===== src/rtl/pwm_period_meter.sv =====
// Measures high time, low time and period of sig_in in clk cycles, and flags
// an input that stops toggling while measurement is enabled.
module pwm_period_meter #(
   parameter int CNT_W       = 16,
   parameter int SYNC_STAGES = 2,
   parameter int TIMEOUT     = 1000
) (
   input  logic             clk,
   input  logic             rst_n,
   input  logic             en,
   input  logic             sig_in,
   output logic             meas_valid,
   output logic [CNT_W-1:0] high_cnt,
   output logic [CNT_W-1:0] low_cnt,
   output logic [CNT_W:0]   period_cnt,
   output logic             stuck
);

   typedef enum logic [1:0] {
      IDLE      = 2'd0,
      WAIT_RISE = 2'd1,
      MEAS_HIGH = 2'd2,
      MEAS_LOW  = 2'd3
   } state_t;

   localparam logic [CNT_W-1:0] ZERO_C    = {CNT_W{1'b0}};
   localparam logic [CNT_W-1:0] ONE_C     = {{(CNT_W-1){1'b0}}, 1'b1};
   localparam logic [CNT_W-1:0] TIMEOUT_C = CNT_W'(TIMEOUT);

   state_t                 state_r;
   state_t                 state_nxt_s;
   logic [SYNC_STAGES-1:0] sync_r;
   logic                   s_s;
   logic                   s_d_r;
   logic                   rise_s;
   logic                   fall_s;
   logic                   edge_s;
   logic                   active_s;
   logic                   timeout_s;
   logic                   report_s;
   logic                   stuck_nxt_s;
   logic [CNT_W-1:0]       hcnt_r;
   logic [CNT_W-1:0]       hcnt_nxt_s;
   logic [CNT_W-1:0]       lcnt_r;
   logic [CNT_W-1:0]       lcnt_nxt_s;
   logic [CNT_W-1:0]       idle_cnt_r;
   logic [CNT_W-1:0]       idle_nxt_s;

   assign s_s       = sync_r[SYNC_STAGES-1];
   assign rise_s    = s_s & ~s_d_r;
   assign fall_s    = ~s_s & s_d_r;
   assign edge_s    = rise_s | fall_s;
   assign active_s  = en & (state_r != IDLE);
   // An edge in the same cycle the idle counter hits the limit wins over the timeout.
   assign timeout_s = active_s & ~edge_s & (idle_cnt_r == TIMEOUT_C);

   // Synchronizer chain and one-cycle delayed copy for edge detection.
   always_ff @(posedge clk or negedge rst_n) begin
      if (!rst_n) begin
         sync_r <= {SYNC_STAGES{1'b0}};
         s_d_r  <= 1'b0;
      end else begin
         sync_r <= {sync_r[SYNC_STAGES-2:0], sig_in};
         s_d_r  <= s_s;
      end
   end

   // Idle counter saturates at the timeout and stuck level follows it.
   always_comb begin
      idle_nxt_s  = idle_cnt_r;
      stuck_nxt_s = stuck;
      if (!active_s) begin
         idle_nxt_s  = ZERO_C;
         stuck_nxt_s = 1'b0;
      end else if (edge_s) begin
         idle_nxt_s  = ZERO_C;
         stuck_nxt_s = 1'b0;
      end else if (timeout_s) begin
         idle_nxt_s  = idle_cnt_r;
         stuck_nxt_s = 1'b1;
      end else begin
         idle_nxt_s  = idle_cnt_r + ONE_C;
         stuck_nxt_s = stuck;
      end
   end

   // Next-state and high/low counter update.
   always_comb begin
      state_nxt_s = state_r;
      hcnt_nxt_s  = hcnt_r;
      lcnt_nxt_s  = lcnt_r;
      report_s    = 1'b0;
      if (!en) begin
         state_nxt_s = IDLE;
         hcnt_nxt_s  = ZERO_C;
         lcnt_nxt_s  = ZERO_C;
      end else if (timeout_s) begin
         state_nxt_s = WAIT_RISE;
      end else begin
         case (state_r)
            IDLE: begin
               hcnt_nxt_s  = ZERO_C;
               lcnt_nxt_s  = ZERO_C;
               state_nxt_s = WAIT_RISE;
            end
            WAIT_RISE: begin
               if (rise_s) begin
                  hcnt_nxt_s  = ONE_C;
                  state_nxt_s = MEAS_HIGH;
               end else begin
                  state_nxt_s = WAIT_RISE;
               end
            end
            MEAS_HIGH: begin
               if (fall_s) begin
                  lcnt_nxt_s  = ONE_C;
                  state_nxt_s = MEAS_LOW;
               end else if (s_s) begin
                  hcnt_nxt_s  = hcnt_r + ONE_C;
               end else begin
                  state_nxt_s = MEAS_HIGH;
               end
            end
            MEAS_LOW: begin
               if (rise_s) begin
                  report_s    = 1'b1;
                  hcnt_nxt_s  = ONE_C;
                  state_nxt_s = MEAS_HIGH;
               end else if (!s_s) begin
                  lcnt_nxt_s  = lcnt_r + ONE_C;
               end else begin
                  state_nxt_s = MEAS_LOW;
               end
            end
            default: begin
               state_nxt_s = IDLE;
            end
         endcase
      end
   end

   // State, counters and registered results.
   always_ff @(posedge clk or negedge rst_n) begin
      if (!rst_n) begin
         state_r    <= IDLE;
         hcnt_r     <= ZERO_C;
         lcnt_r     <= ZERO_C;
         idle_cnt_r <= ZERO_C;
         stuck      <= 1'b0;
         meas_valid <= 1'b0;
         high_cnt   <= ZERO_C;
         low_cnt    <= ZERO_C;
         period_cnt <= {(CNT_W+1){1'b0}};
      end else begin
         state_r    <= state_nxt_s;
         hcnt_r     <= hcnt_nxt_s;
         lcnt_r     <= lcnt_nxt_s;
         idle_cnt_r <= idle_nxt_s;
         stuck      <= stuck_nxt_s;
         meas_valid <= report_s;
         if (report_s) begin
            high_cnt   <= hcnt_r;
            low_cnt    <= lcnt_r;
            period_cnt <= {1'b0, hcnt_r} + {1'b0, lcnt_r};
         end
      end
   end

endmodule


===== config.mk =====
export PLATFORM = sky130hd
export DESIGN_NAME = pwm_period_meter
export DESIGN_NICKNAME = d
export VERILOG_FILES = /design/src/rtl/pwm_period_meter.sv
export SDC_FILE = /design/constraint.sdc
export NUM_CORES = 1
export LEC_CHECK = 0
export CAP_MARGIN = 0
export CORE_MARGIN = 2
export CORE_UTILIZATION = 24
export CTS_CLUSTER_DIAMETER = 100
export DETAILED_ROUTE_END_ITERATION = 10
export GPL_TIMING_DRIVEN = 0
export MAX_ROUTING_LAYER = met4
export SYNTH_ARGS = -nofsm -noshare
export SYNTH_HDL_FRONTEND = slang
export SYNTH_SLANG_ARGS = --single-unit

===== constraint.sdc =====
create_clock -name clk -period 2.9 [get_ports clk]
set_input_delay 0.435 -clock clk [delete_from_list [all_inputs] [get_ports clk]]
set_output_delay 0.435 -clock clk [all_outputs]
set_load 0.02 [all_outputs]

==> results.json <==
{
  "synth_simple_gate_area_share_pct": 23.26,
  "die_x_microns": 153.4,
  "crit_buf_inv": 0,
  "hold_slack_ns": 0.05770,
  "synth_edf_count": 0,
  "pin_count": 55,
  "grt_max_degree": 67,
  "grt_usage_pct": 11.98,
  "rr_worst_depth": 9,
  "synth_top_area_share_pct": 48.58,
  "start_util_pct": 24.47,
  "place_congestion": 0.8351,
  "wl_per_cell_microns": 14.22,
  "power.net_switching_uw": 632.9,
  "end_kind": "flop",
  "status": "finished, final reports clean",
  "grt_pass1_vias": 4175,
  "synth-compound-area-share_pct": 14.53,
  "worstSkewPairLatency_ns": 0.35,
  "grt_pass1_wl_microns": 21960,
  "max-vdd-ir-drop_uv": 281.3,
  "setup_viol": 0,
  "clkSlewWorstSetupHoldPaths_ns": 0.06,
  "setup-tns-final_ns": 0,
  "cts_tree": "yes",
  "regToRegSetupSlack_ns": 0.07,
  "synthCells": 597,
  "finClkSkew_ns": 0.009741,
  "endpoint": "period_cnt[14]$_DFFE_PN0P_",
  "drv_slew": 0,
  "synth-xor-area-share_pct": 4.087,
  "critPathMaxFanout": 6,
  "placed_cells": 931,
  "grt_overflow": 0,
  "r2r_end": "period_cnt[14]$_DFFE_PN0P_",
  "rows": 54,
  "ant_nets": 0,
  "syn_avg_cell_area_sq_um": 8.974,
  "p_per_area_nw_per_um2": 433.5,
  "clockPowerShare_pct": 43.2,
  "placed_cell_area_sq_um": 6264,
  "post-route-period-util_pct": 97.70,
  "final_cells": 945,
  "path_cells": "ha_1, fa_1, a211oi_2, o21ai_1, a21oi_2, o2111ai_2, o31ai_2, a21boi_0, o31ai_1",
  "cts_setup_buffers": 0,
  "synth_top_family_by_area": "simple AND/OR/NAND/NOR gates",
  "yosys-top-cells-area": "dfrtp_1, nand2_1, o21ai_0, ha_1, nor2_1",
  "area_delta_synth_final_pct": 22.72,
  "pre_cts_ws_ns": 0.1016,
  "fin_nets": 689,
  "wl_microns": 13440,
  "antenna_found_initial": 0,
  "ys.flop_type": "dfrtp_1",
  "path_class": "reg2reg",
  "drv_cap": 0,
  "cts_num_sinks": 104,
  "crit_arrival_ns": 3.09,
  "viasPerCell": 4.626,
  "timing.final.crit_period_ns": 2.833,
  "ys_warn_count": 0,
  "syn_area_sq_um": 5358,
  "dp_hpwl_microns": 9764,
  "path_delay_family": "compound AO/OA/AOI/OAI gates",
  "max_freq_mhz": 353.0,
  "hp-class": "in2async",
  "crit_slowest_cell": "fa_1",
  "maxSlewHeadroom_pct": 64.21,
  "fin_area_sq_um": 6575,
  "layout_setup_ws_ns": 0.06681,
  "synth_cell_type_count": 51,
  "root_buffer": "clkbuf_16",
  "max_stage_delay_ns": 0.46,
  "power_leakage_nw": 3.047,
  "numCtsBuffers": 9,
  "r2r_start": "hcnt_r[0]$_DFFE_PN0P_",
  "drive_above_1_share_pct": 7.820,
  "diodes": 0,
  "worst_pin_slew_ns": 0.5369,
  "die-height_microns": 153.4,
  "ys_seq_elements": 104,
  "cts.path.max_buffers": 2,
  "drt_pass1_iterations": 5,
  "required_ns": 3.16,
  "synth_top_area_cell": "dfrtp_1",
  "power.total_mw": 2.850,
  "io_buffers": 53,
  "async_flop_share_pct": 100.0,
  "cts_max_level": 3,
  "drt_iter0_markers": 291,
  "drc": 0,
  "yosys-mux-area-fraction_pct": 0.3737,
  "worstSetupStartpointType": "flop",
  "fin_util_pct": 30.04,
  "yosysSeqAreaShare_pct": 48.58,
  "switching_share_pct": 22.20,
  "crit_start": "hcnt_r[0]$_DFFE_PN0P_",
  "combPwrFrac_pct": 4.8,
  "synthAdderAreaFrac_pct": 5.511,
  "vias": 4372,
  "hold_viol": 0,
  "die_area_sq_um": 23530,
  "core_area_sq_um": 21890,
  "synth_fp_nets": 624,
  "path_depth": 9,
  "power_frac_seq_pct": 51.9,
  "p_int_mw": 2.217
}
==> power groups by stage <==
stage	Clock, mW	Sequential, mW	Combinational, mW
5_1_grt	1.32	1.48	0.157
3_5_place_dp	0	1.51	0.142
2_1_floorplan	0	1.52	0.0579
4_1_cts	1.26	1.48	0.142
3_3_place_gp	0	1.51	0.136
6_report	1.23	1.48	0.138
==> synthesized netlist by cell type, drive strengths merged, types with 3 or more instances <==
cell type,number
nor2,54
clkbuf,8
inv,12
a21oi,12
o211ai,3
xnor2,9
nand4,12
a211oi,4
a31oi,12
o21bai,3
and3,22
dfrtp,104
and2,3
nand2,153
a21o,6
and4,3
buf,17
o21ai,83
nand3,12
ha,22
xor2,16
o31ai,4
==> layout by cell type (no fill, tap or decap), types with 3 or more instances in the layout <==
master           synthesis  final
clkdlybuf4s50_1          0     52
dfrtp_1                104    104
xor2_1                  16     16
buf_4                    3      4
a31oi_1                 12     12
buf_2                   11     11
a211oi_1                 3      3
clkbuf_16                0      9
o21ai_0                 75     75
a21oi_1                 11     11
nand3_1                 12     12
xnor2_1                  9      9
nor2_4                   3      3
ha_1                    22     22
nand2_1                153    153
o21bai_1                 3      3
and4_1                   3      3
nand4_1                 11     11
and2_1                   3      3
inv_1                   10     10
nor2_1                  51     51
a21o_1                   4      4
clkbuf_1                 8      8
and3_1                  22     22
o31ai_1                  4      3
o21ai_1                  8      8
==> registers in the layout, indices dropped and copies added, names as in the netlist <==
signal,flops
meas_valid,1
idle_cnt_r,16
state_r,2
s_d_r,1
lcnt_r,16
stuck,1
period_cnt,17
sync_r,2
low_cnt,16
high_cnt,16
hcnt_r,16
==> worst reg2reg max path, cell delays in order (launching register included) <==
cell	delay, ns
dfrtp_1	0.45
ha_1	0.29
fa_1	0.46
a211oi_2	0.27
o21ai_1	0.14
a21oi_2	0.23
o2111ai_2	0.22
o31ai_2	0.33
a21boi_0	0.14
o31ai_1	0.21
==> metal layers <==
layer	vias to the layer above	track usage, %	share of wire [%]
met5	-	-	0
met4	0	4.325	1.5
met3	12	1.758	3.3
met2	95	17.45	44
met1	2078	16.93	52
li1	2187	-	-
==> kinds of logic after synthesis <==
group | count (synthesis)
compound gates | 133
mux | 2
xor+xnor | 25
buf+inv | 37
fa+ha+maj | 23
simple gates | 273
flops | 104
==> timing repair <==
item / in CTS / in global routing
endpoints found under the setup margin: 0 / 1
hold buffers: 0 / 0
hold endpoints to repair: 0 / 0
gates resized for setup: 0 / 3
==> area by class of cell <==
type,instances,area (sq um)
fill,2335,15320
sequential,104,2603
multi-input combinational,456,2575
timing repair buffer,54,555.5
tap,280,350.3
clock buffer,11,252.7
buffer,25,148.9
inverter,12,47.55
clock inverter,3,42.54
==> worst min path at each step <==
| stage | to | slack (ns) | depth (start not counted) |
|---|---|---|---|
| 2_1_floorplan | hcnt_r[0]$_DFFE_PN0P_ | 0.14 | 0 |
| 3_3_place_gp | sync_r[1]$_DFF_PN0_ | 0.34 | 0 |
| 3_5_place_dp | sync_r[1]$_DFF_PN0_ | 0.33 | 0 |
| 4_1_cts | stuck$_DFFE_PN0P_ | 0.07 | 1 |
| 5_1_grt | stuck$_DFFE_PN0P_ | 0.09 | 1 |
| 6_report | idle_cnt_r[14]$_DFFE_PN0P_ | 0.06 | 1 |
No activity file was read; power rests on OpenSTA's default activity.
